--- src/rtl/controle_faixa.sv ---
// controle_faixa: band-hit game controller; requests range measurements and scores hits against a pseudo-random band.
// Latency: measurement request every PERIODO+2 cycles (MEDE + PERIODO x ESPERA + AVALIA); all outputs registered.
// Backpressure: none; dentro is sampled only in AVALIA, iniciar only in INICIAL/FIM.
//
// Ports:
//   clock, reset      rising-edge clock, synchronous active-high reset
//   iniciar           start/restart request
//   dentro            in-band flag from the range meter
//   medir             one-cycle measurement request
//   upperL, lowerL    band limits, 3-digit BCD centimetres
//   rodada            completed-round count
//   acertos           current consecutive-hit count
//   fim, ganhou       game over level and win/loss result
//   db_estado         debug state code
module controle_faixa #(
  parameter int PERIODO     = 5000000,
  parameter int N_ACERTOS   = 3,
  parameter int N_RODADAS   = 4,
  parameter int MAX_MEDIDAS = 50
) (
  input  logic        clock,
  input  logic        reset,
  input  logic        iniciar,
  input  logic        dentro,
  output logic        medir,
  output logic [11:0] upperL,
  output logic [11:0] lowerL,
  output logic [2:0]  rodada,
  output logic [7:0]  acertos,
  output logic        fim,
  output logic        ganhou,
  output logic [3:0]  db_estado
);

  localparam int CW = (PERIODO > 2) ? $clog2(PERIODO) : 1;

  typedef enum logic [3:0] {
    INICIAL = 4'h0,
    SORTEIA = 4'h1,
    MEDE    = 4'h2,
    ESPERA  = 4'h3,
    AVALIA  = 4'h4,
    FIM     = 4'hF
  } estado_t;

  estado_t     estado, estado_prox;
  logic [CW-1:0] cnt, cnt_prox;
  logic [7:0]  lfsr, lfsr_prox;
  logic [7:0]  medidas, medidas_prox;
  logic [7:0]  acertos_prox;
  logic [2:0]  rodada_prox;
  logic [11:0] lower_prox, upper_prox;
  logic        medir_prox, fim_prox, ganhou_prox;

  logic [7:0]  acertos_inc;
  logic [2:0]  rodada_inc;
  logic        ganha_rodada;

  // A hit that reaches N_ACERTOS wins the round; this outranks measurement exhaustion.
  assign acertos_inc  = acertos + 8'd1;
  assign rodada_inc   = rodada + 3'd1;
  assign ganha_rodada = dentro && (acertos_inc == 8'(N_ACERTOS));

  // State register and registered outputs.
  always_ff @(posedge clock) begin
    if (reset) begin
      estado  <= INICIAL;
      cnt     <= '0;
      lfsr    <= 8'hA5;
      medidas <= 8'd0;
      acertos <= 8'd0;
      rodada  <= 3'd0;
      lowerL  <= 12'h000;
      upperL  <= 12'h000;
      medir   <= 1'b0;
      fim     <= 1'b0;
      ganhou  <= 1'b0;
    end else begin
      estado  <= estado_prox;
      cnt     <= cnt_prox;
      lfsr    <= lfsr_prox;
      medidas <= medidas_prox;
      acertos <= acertos_prox;
      rodada  <= rodada_prox;
      lowerL  <= lower_prox;
      upperL  <= upper_prox;
      medir   <= medir_prox;
      fim     <= fim_prox;
      ganhou  <= ganhou_prox;
    end
  end

  assign db_estado = estado;

  // Next-state logic.
  always_comb begin
    estado_prox = estado;
    case (estado)
      INICIAL: if (iniciar) estado_prox = SORTEIA;
      SORTEIA: estado_prox = MEDE;
      MEDE:    estado_prox = ESPERA;
      ESPERA:  if (cnt == CW'(PERIODO - 1)) estado_prox = AVALIA;
      AVALIA: begin
        if (ganha_rodada) begin
          estado_prox = (rodada_inc == 3'(N_RODADAS)) ? FIM : SORTEIA;
        end else if (medidas == 8'(MAX_MEDIDAS)) begin
          estado_prox = FIM;
        end else begin
          estado_prox = MEDE;
        end
      end
      FIM:     if (iniciar) estado_prox = SORTEIA;
      default: estado_prox = INICIAL;
    endcase
  end

  // Next values of the registered outputs and datapath.
  always_comb begin
    medir_prox   = (estado_prox == MEDE);
    fim_prox     = (estado_prox == FIM);
    ganhou_prox  = ganhou;
    rodada_prox  = rodada;
    acertos_prox = acertos;
    medidas_prox = medidas;
    lfsr_prox    = lfsr;
    lower_prox   = lowerL;
    upper_prox   = upperL;
    // Counter only runs while staying in ESPERA, so every entry starts at zero.
    cnt_prox     = (estado == ESPERA && estado_prox == ESPERA) ? cnt + CW'(1) : '0;
    case (estado)
      SORTEIA: begin
        case (lfsr[1:0])
          2'b00:   begin lower_prox = 12'h010; upper_prox = 12'h020; end
          2'b01:   begin lower_prox = 12'h020; upper_prox = 12'h030; end
          2'b10:   begin lower_prox = 12'h030; upper_prox = 12'h040; end
          default: begin lower_prox = 12'h040; upper_prox = 12'h050; end
        endcase
        acertos_prox = 8'd0;
        medidas_prox = 8'd0;
        lfsr_prox    = {lfsr[6:0], lfsr[7] ^ lfsr[5] ^ lfsr[4] ^ lfsr[3]};
      end
      MEDE: medidas_prox = medidas + 8'd1;
      AVALIA: begin
        acertos_prox = dentro ? acertos_inc : 8'd0;
        if (ganha_rodada) rodada_prox = rodada_inc;
        if (estado_prox == FIM) ganhou_prox = ganha_rodada;
      end
      FIM: begin
        // Restart keeps the LFSR running so the next game draws new bands.
        if (iniciar) begin
          rodada_prox = 3'd0;
          ganhou_prox = 1'b0;
        end
      end
      default: ;
    endcase
  end

endmodule

--- config.mk ---
export PLATFORM = sky130hd
export DESIGN_NAME = controle_faixa
export DESIGN_NICKNAME = d
export VERILOG_FILES = /design/src/rtl/controle_faixa.sv
export SDC_FILE = /design/constraint.sdc
export NUM_CORES = 1
export LEC_CHECK = 0
export BUFFER_PORTS_ARGS = -buffer_cell sky130_fd_sc_hd__clkbuf_2
export CAP_MARGIN = 10
export CORE_ASPECT_RATIO = 0.6
export CORE_MARGIN = 1.5
export CORE_UTILIZATION = 60
export DETAILED_ROUTE_END_ITERATION = 8
export HOLD_SLACK_MARGIN = 0.02
export PLACE_DENSITY_LB_ADDON = 0.05
export SLEW_MARGIN = 20
export SYNTH_ARGS = -nofsm -noshare
export SYNTH_HDL_FRONTEND = slang
export SYNTH_SLANG_ARGS = --single-unit
--- constraint.sdc ---
create_clock -name clock -period 5.51 [get_ports clock]
set_input_delay 0.551 -clock clock [delete_from_list [all_inputs] [get_ports clock]]
set_output_delay 0.551 -clock clock [all_outputs]
set_load 0.03 [all_outputs]
==> results of run 1 <==
==> sequential cells by signal, indices dropped and copies added, names as in the netlist <==
register   cells
ganhou         1
upperL         3
acertos        8
db_estado      4
medir          1
rodada         3
cnt           23
lowerL         3
lfsr           8
fim            1
medidas        8
==> power groups by stage <==
stage / sequential (W) / combinational, W / clock, W
after CTS: 0.000483 / 0.000106 / 0.000405
after detailed placement: 0.000493 / 0.000106 / 0
after floorplan: 0.000500 / 0.0000864 / 0
after global placement: 0.000492 / 0.000104 / 0
final: 0.000483 / 0.000106 / 0.000399
after global routing: 0.000485 / 0.000117 / 0.000430
==> per-layer routing <==
metal,vias up,routed length (µm)
met5,-,0
met4,0,59
met3,7,321
met2,65,2480
met1,1208,3439
li1,1349,-
==> logic make-up after synthesis <==
kind of cell	share of synthesized area (%)
AO/OA/AOI/OAI	10.24
XOR/XNOR	6.895
adder cells (fa/ha/maj)	4.334
buffers and inverters	7.171
flip-flops	39.72
multiplexers	1.340
other	0.1181
AND/OR/NAND/NOR	30.18
==> synthesized netlist by cell type, types with 2 or more instances <==
| library cell | count |
|---|---|
| or3_1 | 4 |
| or4b_2 | 2 |
| dfxtp_1 | 63 |
| nor3_2 | 2 |
| and2_1 | 3 |
| a211oi_1 | 4 |
| nand3b_1 | 8 |
| nand2b_1 | 3 |
| clkbuf_1 | 9 |
| buf_2 | 4 |
| nand3_1 | 21 |
| a31oi_1 | 3 |
| ha_1 | 11 |
| nand2_1 | 32 |
| nor4b_1 | 3 |
| mux2_1 | 2 |
| and3_2 | 2 |
| mux2i_1 | 2 |
| o21ai_0 | 10 |
| xnor2_1 | 14 |
| a21oi_1 | 33 |
| and4bb_2 | 2 |
| nor4_1 | 3 |
| nor2_1 | 64 |
| nor2b_1 | 4 |
| and3_1 | 6 |
| nor3b_1 | 2 |
| or4_1 | 2 |
| a211o_1 | 2 |
| buf_4 | 19 |
| nand4_1 | 6 |
| nor3_1 | 9 |
| inv_1 | 7 |
| xor2_1 | 11 |
==> cells in the final DEF, fill, tap and decap left out, drive strengths merged, types with 6 or more instances in the layout <==
cell,instances
nor2,65
nor3,11
xor2,11
clkbuf,37
a21oi,33
conb,18
o21ai,10
dfxtp,63
inv,7
nand3b,8
nand4,6
nand2,32
ha,11
xnor2,14
nand3,21
and3,8
==> critical path, delay by kind of cell (launching register included) <==
family                   cells  cell delay, ns
flip-flops                   1            0.49
multiplexers                 1            0.24
adder cells (fa/ha/maj)      1            0.32
AND/OR/NAND/NOR              4            0.97
AO/OA/AOI/OAI                1            0.17
==> cell type report <==
cell class                 count  area, µm²  share of cell area [%]
sequential                    63       1261                   36.38
inverter                       7      26.28                  0.7578
timing repair buffer          28      142.6                   4.114
clock inverter                 6      60.06                   1.732
multi-input combinational    301       1757                   50.67
clock buffer                  10      137.6                   3.970
tap                           66      82.58                   2.382
==> stage by stage <==
stage | hold slack, ns | util (%) | std cells
after CTS | 0.4484 | 68.25 | 481
after floorplan | 0.4129 | - | 404
after detailed placement | 0.4382 | 64.36 | 465
final | 0.4475 | 68.25 | 481
after global routing | 0.4657 | 68.25 | 481
after global placement | 0.4188 | 64.36 | 465
==> path summary, 6_finish.rpt <==
check / slack (ns) / start / to / cells past startpoint
worst max-delay path: 3.20 / acertos[0]$_SDFFE_PP0P_ / db_estado[0]$_SDFF_PP0_ / 7
worst min-delay path: 0.45 / cnt[0]$_SDFF_PP0_ / cnt[0]$_SDFF_PP0_ / 1
worst max register to register: 3.20 / acertos[0]$_SDFFE_PP0P_ / db_estado[0]$_SDFF_PP0_ / 7
worst min register to register: 0.45 / cnt[0]$_SDFF_PP0_ / cnt[0]$_SDFF_PP0_ / 1
==> summary.txt, run 1 <==
Status - finished, final reports clean
Synthesized flop and latch total - 63
Design area - 0.003467 mm²
Syn avg cell area - 8.206 µm²
WL per Instance - 13.10 µm
Worst-Margin Slew - 0.7739 ns
Antenna diodes - 0
Final Cycle Share - 41.84%
DP Worst Slack - 3.253 ns
Clock Sinks - 63
CP Data Required Time - 5.73 ns
Number of synthesis warnings - 0
Pin count of the biggest net entering global routing - 40
Post-DRT Antenna Nets - 0
Primary FF master, synth - dfxtp_1
Fill cells - 437
Hold WC Path Type - flop to flop
CTS tree - yes
Met1 GRT Util - 34.10%
Peak per-stage delay on the critical path - 0.49 ns
Die ar. - 0.005752 mm²
Final worst slack - 3.204 ns
Slew Limit Fails - 0
Total track usage - 23.44%
# rows - 20
Crit path cell chain - ha_1 > and4_1 > nor4b_1 > mux2i_1 > a211oi_2 > or4_4 > nor2b_4
Switching share of power - 27.21%
Core Area - 0.005080 mm²
Setup crit end kind - flop
Initial core utilization - 62.51%
Clk pin slew, worst setup/hold paths - 0.07 ns
Post-synth EDFFs - 0
GRT overflow - 0
Cell area after synthesis - 0.003176 mm²
Post-synth ARST share - 0%
Via density - 5.466
Clock Skews - 0.004556 ns
Clock power share - 40.4%
Post-route minimum period - 2.306 ns
Setup Fix Bufs, Post-CTS - 0
# DRC - 0
Routing usage on met3 - 7.429%
Maximum VDD drop - 0.1549 mV
Dpl hpwl - 4527 µm
Mapped Cells - 387
RSZ-0062 raised after global routing - false
Die Y - 59.35 µm
LEAKAGE - 1.326 nW
Max-cap violations - 0
Sequential area share after synthesis - 39.72%
Via count - 2629
I/O Pins - 46
Gpl congestion - 0.8246
Final Setup Violations - 0
Post-Route WL - 6301 µm
Deepest clock path buffer count - 2
Slowest CP cell - dfxtp_1
Final nets - 425
Sw power - 0.0002687 W
DRC violation total after the first TritonRoute iteration - 127
Max-slew headroom - 48.41%
Antenna violations before repair - 0
Crit path kind - flop to flop
CTS Hold Buffers Added - 0
Busiest grt layer - met1
Yosys top cell by area - dfxtp_1
Global-route wire length before repair - 10450 µm
Power per Cell Area - 284.8 mW/mm²
Share of cells above drive strength 1 - 13.98%
Setup crit start kind - flop
Area Growth Syn to Fin - 9.181%
Count of buffers from port buffering - 27
Htree depth - 3
CP max FO - 9
Top cells by area, synth - dfxtp_1 40%, nor2_1 7.6%, a21oi_1 5.2%
Comb power frac - 10.7%
Fmax - 433.7 MHz
GR Util met2 - 32.77%
Int Power - 0.0007188 W
Post-cts resize count - 0
Die width - 96.92 µm
Tot Pwr - 0.0009875 W
Worst-skew pair later-pin latency - 0.34 ns
Final Hold Fails - 0
Vias in the first global route - 2205
Synth unique cells - 49
Detailed Routing Iterations Pass 1 - 4
Sum of negative setup slack - 0 ns
Clock root cell - clkbuf_8
Placed instance area - 0.003269 mm²
Share of power burned in registers - 48.9%
Share of the synthesized area in the top cell type - 39.72%
CTS Buf Count - 9
Arr. time, crit path - 2.53 ns
(Power assumes the default switching activity.)
==> inputs of run 2 (changes only) <==
--- a/config.mk
+++ b/config.mk
@@ -9,7 +9,7 @@
 export CAP_MARGIN = 10
 export CORE_ASPECT_RATIO = 0.6
 export CORE_MARGIN = 1.5
-export CORE_UTILIZATION = 60
+export CORE_UTILIZATION = 57
 export DETAILED_ROUTE_END_ITERATION = 8
 export HOLD_SLACK_MARGIN = 0.02
 export PLACE_DENSITY_LB_ADDON = 0.05
==> constraint.sdc (replaced) <==
create_clock -name clock -period 2.25 [get_ports clock]
set_input_delay 0.225 -clock clock [delete_from_list [all_inputs] [get_ports clock]]
set_output_delay 0.225 -clock clock [all_outputs]
set_load 0.03 [all_outputs]
==> summary.txt, run 2 (same netlist as run 1, synthesis figures left out) <==
Setup Fix Bufs, Post-CTS - 0 (unchanged)
Die width - 99.36 µm (was 96.92 µm)
# rows - 20 (unchanged)
Most frequent cells in the layout - 64 x nor2_1, 61 x dfxtp_1, 32 x nand2_1, 32 x a21oi_1, 27 x clkbuf_2 (was 64 x nor2_1, 63 x dfxtp_1, 33 x a21oi_1)
Status - finished, final reports clean (unchanged)
WHS Path Cells - 2 (was 1)
Fill cells - 439 (was 437)
FF-to-FF setup slack - 0.1 ns (was 3.20 ns)
Uppermost layer routed - met4 (unchanged)
Arr. time, crit path - 2.37 ns (was 2.53 ns)
Deepest clock path buffer count - 2 (unchanged)
Via count - 2675 (was 2629)
Vias in the first global route - 2319 (was 2205)
I/O Pins - 46 (unchanged)
Area Growth Syn to Fin - 12.41% (was 9.181%)
Hold Path Origin - reset (was cnt[0]$_SDFF_PP0_)
Met2 WL post-DR - 2716 µm (was 2480 µm)
Setup crit end kind - flop (unchanged)
Post-DRT Antenna Nets - 0 (unchanged)
Final Setup Violations - 0 (unchanged)
Crit path kind - flop to flop (unchanged)
Total track usage - 23.75% (was 23.44%)
Count of buffers from port buffering - 27 (unchanged)
Initial core utilization - 61.01% (was 62.51%)
Hold WC Path Type - primary input to flop (was flop to flop)
Met3 routed WL - 381 µm (was 321 µm)
R2r worst-path depth - 7 (unchanged)
GRT overflow - 0 (unchanged)
Post-Route WL - 6738 µm (was 6301 µm)
Antenna diodes - 0 (unchanged)
Antenna violations before repair - 0 (unchanged)
Post-route minimum period - 2.151 ns (was 2.306 ns)
Hold Path Sink - db_estado[3]$_SDFF_PP0_ (was cnt[0]$_SDFF_PP0_)
Fin cells - 491 (was 481)
M1 wire length - 3603 µm (was 3439 µm)
Tot Pwr - 0.002436 W (was 0.0009875 W)
Crit path cell chain - ha_1 > and4_1 > nor4b_1 > mux2i_1 > a211oi_2 > or4_4 > nor2b_4 (unchanged)
Final Cycle Share - 95.60% (was 41.84%)
Reg2reg end - db_estado[0]$_SDFF_PP0_ (unchanged)
Final nets - 436 (was 425)
CP Data Required Time - 2.47 ns (was 5.73 ns)
Final Hold Fails - 0 (unchanged)
WL per Instance - 13.72 µm (was 13.10 µm)
Power per Cell Area - 682.4 mW/mm² (was 284.8 mW/mm²)
R2r startpoint - acertos[0]$_SDFFE_PP0P_ (unchanged)
Via density - 5.448 (was 5.466)
CTS Buf Count - 9 (unchanged)
Global-route wire length before repair - 11100 µm (was 10450 µm)
RSZ-0062 raised after global routing - true (was false)
Worst-skew pair later-pin latency - 0.33 ns (was 0.34 ns)
LEAKAGE - 1.383 nW (was 1.326 nW)
Gpl congestion - 0.8281 (was 0.8246)
Share of cells above drive strength 1 - 17.18% (was 13.98%)
Clk pin slew, worst setup/hold paths - 0.06 ns (was 0.07 ns)
Pin count of the biggest net entering global routing - 35 (was 40)
Peak per-stage delay on the critical path - 0.45 ns (was 0.49 ns)
Slowest CP cell - or4_4 (was dfxtp_1)
Core Area - 0.005205 mm² (was 0.005080 mm²)
CTS tree - yes (unchanged)
Detailed Routing Iterations Pass 1 - 5 (was 4)
DRC violation total after the first TritonRoute iteration - 251 (was 127)
Htree depth - 3 (unchanged)
Most common cell after layout, fill and taps aside - nor2_1 (unchanged)
Dpl hpwl - 4778 µm (was 4527 µm)
Clock Sinks - 63 (unchanged)
Clock root cell - clkbuf_8 (unchanged)
Die Y - 60.82 µm (was 59.35 µm)
Placed Cells - 476 (was 465)
Clock Skews - 0.007567 ns (was 0.004556 ns)
Maximum VDD drop - 0.4891 mV (was 0.1549 mV)
Setup crit start - acertos[0]$_SDFFE_PP0P_ (unchanged)
Top reg by flops - cnt (unchanged)
Die ar. - 0.006043 mm² (was 0.005752 mm²)
Max-cap violations - 0 (unchanged)
CP max FO - 9 (unchanged)
Setup crit start kind - flop (unchanged)
# DRC - 0 (unchanged)
Fmax - 464.9 MHz (was 433.7 MHz)
Slew Limit Fails - 0 (unchanged)
Largest register FFs - 23 (unchanged)
## run 2: cell types whose count changed in the layout (fill, tap and decap cells not counted), sizes merged
cell	delta
clkinvlp	-1
clkbuf	+2
buf	+11
clkinv	-2
## run 2: through the flow
stage	util (%)	hold WS [ns]	TNS [ns]	instance area (µm²)	setup slack (ns)
floorplan	-	0.3951	0	3242	0.1334
global placement	64.45	0.4232	0	3354	0.2157
detailed placement	64.45	0.4351	0	3354	0.1738
CTS	68.25	0.1048	0	3552	0.1131
global route	68.58	0.1131	-0.02120	3570	-0.02120
finish	68.58	0.1185	0	3570	0.09908
## run 2: worst max path at each step
stage                              endpoint  cells past startpoint
global route        db_estado[0]$_SDFF_PP0_                      7
detailed placement  db_estado[0]$_SDFF_PP0_                      6
floorplan           medidas[7]$_SDFFE_PP0P_                      8
global placement    db_estado[0]$_SDFF_PP0_                      6
finish              db_estado[0]$_SDFF_PP0_                      7
CTS                        medir$_SDFF_PP0_                      7
## run 2: routing by layer
metal	vias up	global-route usage [%]
met1	1234	34.94
li1	1362	-
met3	4	7.488
met5	-	0
met2	75	34.05
met4	0	5.433
## run 2: worst max-delay path: cells and delay by family, from the launching register on
| family | cells | cell delay, ns |
|---|---|---|
| simple gates | 4 | 0.95 |
| flops | 1 | 0.40 |
| mux | 1 | 0.31 |
| fa+ha+maj | 1 | 0.19 |
| compound gates | 1 | 0.18 |
## run 2: power breakdown
part / leakage (nW) / switching [W] / total (W) / internal [W]
registers: 0.511 / 0.0000273 / 0.00118 / 0.00115
logic: 0.774 / 0.000195 / 0.000285 / 0.0000900
clock network: 0.0985 / 0.000411 / 0.000975 / 0.000564
total: 1.38 / 0.000633 / 0.00244 / 0.00180
## run 2: cell type report
type | instances | area [µm²] | share of cell area [%]
flip-flops and latches | 63 | 1264 | 35.40
inverters | 7 | 26.28 | 0.7361
clock buffers | 12 | 155.1 | 4.346
clock inverters | 3 | 42.54 | 1.192
well taps | 66 | 82.58 | 2.313
multi-input cells | 301 | 1774 | 49.70
repair buffers | 39 | 225.2 | 6.309
## run 2: what timing repair did
action / CTS / global route
hold buffers: 0 / 0
resized for setup: 0 / 4
setup endpoints to repair: 0 / 6
==> inputs of run 3 (changes only) <==
--- a/config.mk
+++ b/config.mk
@@ -13,6 +13,7 @@
 export DETAILED_ROUTE_END_ITERATION = 8
 export HOLD_SLACK_MARGIN = 0.02
 export PLACE_DENSITY_LB_ADDON = 0.05
+export RECOVER_POWER = 100
 export SLEW_MARGIN = 20
 export SYNTH_ARGS = -nofsm -noshare
 export SYNTH_HDL_FRONTEND = slang
==> summary.txt, run 3 (same netlist as run 1, synthesis figures left out) <==
Most frequent cells in the layout - 64 x nor2_1, 61 x dfxtp_1, 32 x nand2_1, 32 x a21oi_1, 21 x nand3_1 (was 64 x nor2_1, 61 x dfxtp_1, 32 x nand2_1, 32 x a21oi_1, 27 x clkbuf_2)
Crit path kind - flop to flop (unchanged)
Deepest clock path buffer count - 2 (unchanged)
Clock Skews - 0.007957 ns (was 0.007567 ns)
Max-cap violations - 0 (unchanged)
Clock Sinks - 63 (unchanged)
Pin count of the biggest net entering global routing - 35 (unchanged)
Hold Path Origin - reset (unchanged)
I/O Pins - 46 (unchanged)
Via count - 2668 (was 2675)
Reg2reg end - db_estado[0]$_SDFF_PP0_ (unchanged)
Post-DRT Antenna Nets - 0 (unchanged)
# DRC - 0 (unchanged)
Share of cells above drive strength 1 - 14.59% (was 17.18%)
Worst-skew pair later-pin latency - 0.34 ns (was 0.33 ns)
Design area - 0.003556 mm² (was 0.003570 mm²)
Total track usage - 23.75% (unchanged)
RSZ-0062 raised after global routing - true (unchanged)
WL per Instance - 13.74 µm (was 13.72 µm)
Post-Route WL - 6745 µm (was 6738 µm)
R2r worst-path depth - 7 (unchanged)
Antenna violations before repair - 0 (unchanged)
Final Cycle Share - 95.49% (was 95.60%)
Tot Pwr - 0.002431 W (was 0.002436 W)
Slew Limit Fails - 0 (unchanged)
CTS Hold Buffers Added - 0 (unchanged)
CTS Buf Count - 9 (unchanged)
Most common cell after layout, fill and taps aside - nor2_1 (unchanged)
CTS tree - yes (unchanged)
DRC violation total after the first TritonRoute iteration - 247 (was 251)
Vias in the first global route - 2319 (unchanged)
Placed instance area - 0.003354 mm² (unchanged)
Clk pin slew, worst setup/hold paths - 0.06 ns (about the same)
Arr. time, crit path - 2.36 ns (was 2.37 ns)
Setup crit end kind - flop (unchanged)
Antenna diodes - 0 (unchanged)
Hold WC Path Type - primary input to flop (unchanged)
Top reg by flops - cnt (unchanged)
Area Growth Syn to Fin - 11.98% (was 12.41%)
Hold Path Sink - db_estado[3]$_SDFF_PP0_ (unchanged)
Setup crit start kind - flop (unchanged)
Slowest CP cell - or4_4 (unchanged)
R2r startpoint - acertos[0]$_SDFFE_PP0P_ (unchanged)
Final nets - 436 (unchanged)
Clock root cell - clkbuf_8 (unchanged)
Fmax - 465.5 MHz (was 464.9 MHz)
Final Setup Violations - 0 (unchanged)
Gpl congestion - 0.8281 (unchanged)
FF-to-FF setup slack - 0.10 ns (was 0.1 ns)
Final Hold Fails - 0 (unchanged)
Via density - 5.434 (was 5.448)
Maximum VDD drop - 0.4747 mV (was 0.4891 mV)
Initial core utilization - 61.01% (unchanged)
Count of buffers from port buffering - 27 (unchanged)
Die width - 99.36 µm (unchanged)
Crit path cell chain - ha_1 > and4_1 > nor4b_1 > mux2i_1 > a211oi_2 > or4_4 > nor2b_4 (unchanged)
# rows - 20 (unchanged)
Htree depth - 3 (unchanged)
Detailed Routing Iterations Pass 1 - 4 (was 5)
Post-route minimum period - 2.148 ns (was 2.151 ns)
Worst path buffer plus inverter count - 0 (unchanged)
Status - finished, final reports clean (unchanged)
Die Y - 60.82 µm (unchanged)
WHS Path Cells - 2 (unchanged)
Largest register FFs - 23 (unchanged)
Post-cts resize count - 0 (unchanged)
CP max FO - 9 (unchanged)
Peak per-stage delay on the critical path - 0.45 ns (about the same)
Dpl hpwl - 4778 µm (unchanged)
Global-route wire length before repair - 11100 µm (unchanged)
CP Data Required Time - 2.46 ns (was 2.47 ns)
Crit-path leading delay family - simple AND/OR/NAND/NOR gates (unchanged)
GRT overflow - 0 (unchanged)
Setup Fix Bufs, Post-CTS - 0 (unchanged)
Core Area - 0.005205 mm² (unchanged)
Power per Cell Area - 683.6 mW/mm² (was 682.4 mW/mm²)
Die ar. - 0.006043 mm² (unchanged)
LEAKAGE - 1.346 nW (was 1.383 nW)
-- run 3: power breakdown --
| part | leakage (nW) | switching [W] | internal [W] |
|---|---|---|---|
| combinational | 0.736 | 0.000195 | 0.0000871 |
| sequential | 0.511 | 0.0000276 | 0.00115 |
| clock | 0.0985 | 0.000408 | 0.000564 |
| total | 1.35 | 0.000631 | 0.00180 |
-- run 3: layer usage --
metal	global-route usage, %	up-vias	part of all wire, %
li1	-	1362	-
met5	0	-	0
met2	34.05	67	41
met4	5.433	0	0.70
met3	7.488	6	5.4
met1	34.94	1233	53
-- run 3: area by class of cell --
class	instances	area, µm²
inverter	7	26.28
tap	66	82.58
timing repair buffer	39	211.5
clock inverter	3	42.54
sequential	63	1264
multi-input combinational	301	1774
fill	447	1649
clock buffer	12	155.1
-- run 3: worst max path at each step --
stage,from,to,slack (ns),cells past startpoint
after floorplan,db_estado[1]$_SDFF_PP0_,medidas[7]$_SDFFE_PP0P_,0.13,8
after global placement,cnt[18]$_SDFF_PP0_,db_estado[0]$_SDFF_PP0_,0.22,6
after detailed placement,cnt[18]$_SDFF_PP0_,db_estado[0]$_SDFF_PP0_,0.17,6
after CTS,acertos[0]$_SDFFE_PP0P_,medir$_SDFF_PP0_,0.11,7
after global routing,acertos[1]$_SDFFE_PP0P_,db_estado[0]$_SDFF_PP0_,-0.02,7
final,acertos[0]$_SDFFE_PP0P_,db_estado[0]$_SDFF_PP0_,0.10,7
-- run 3: through the flow --
step | worst slack [ns] | utilization (%) | hold slack [ns] | cells | TNS (ns)
after floorplan | 0.1334 | - | 0.3951 | 404 | 0
after global placement | 0.2157 | 64.45 | 0.4232 | 476 | 0
after detailed placement | 0.1738 | 64.45 | 0.4351 | 476 | 0
after CTS | 0.1131 | 68.25 | 0.1048 | 491 | 0
after global routing | -0.02120 | 68.32 | 0.1131 | 491 | -0.02120
final | 0.1016 | 68.32 | 0.1220 | 491 | 0
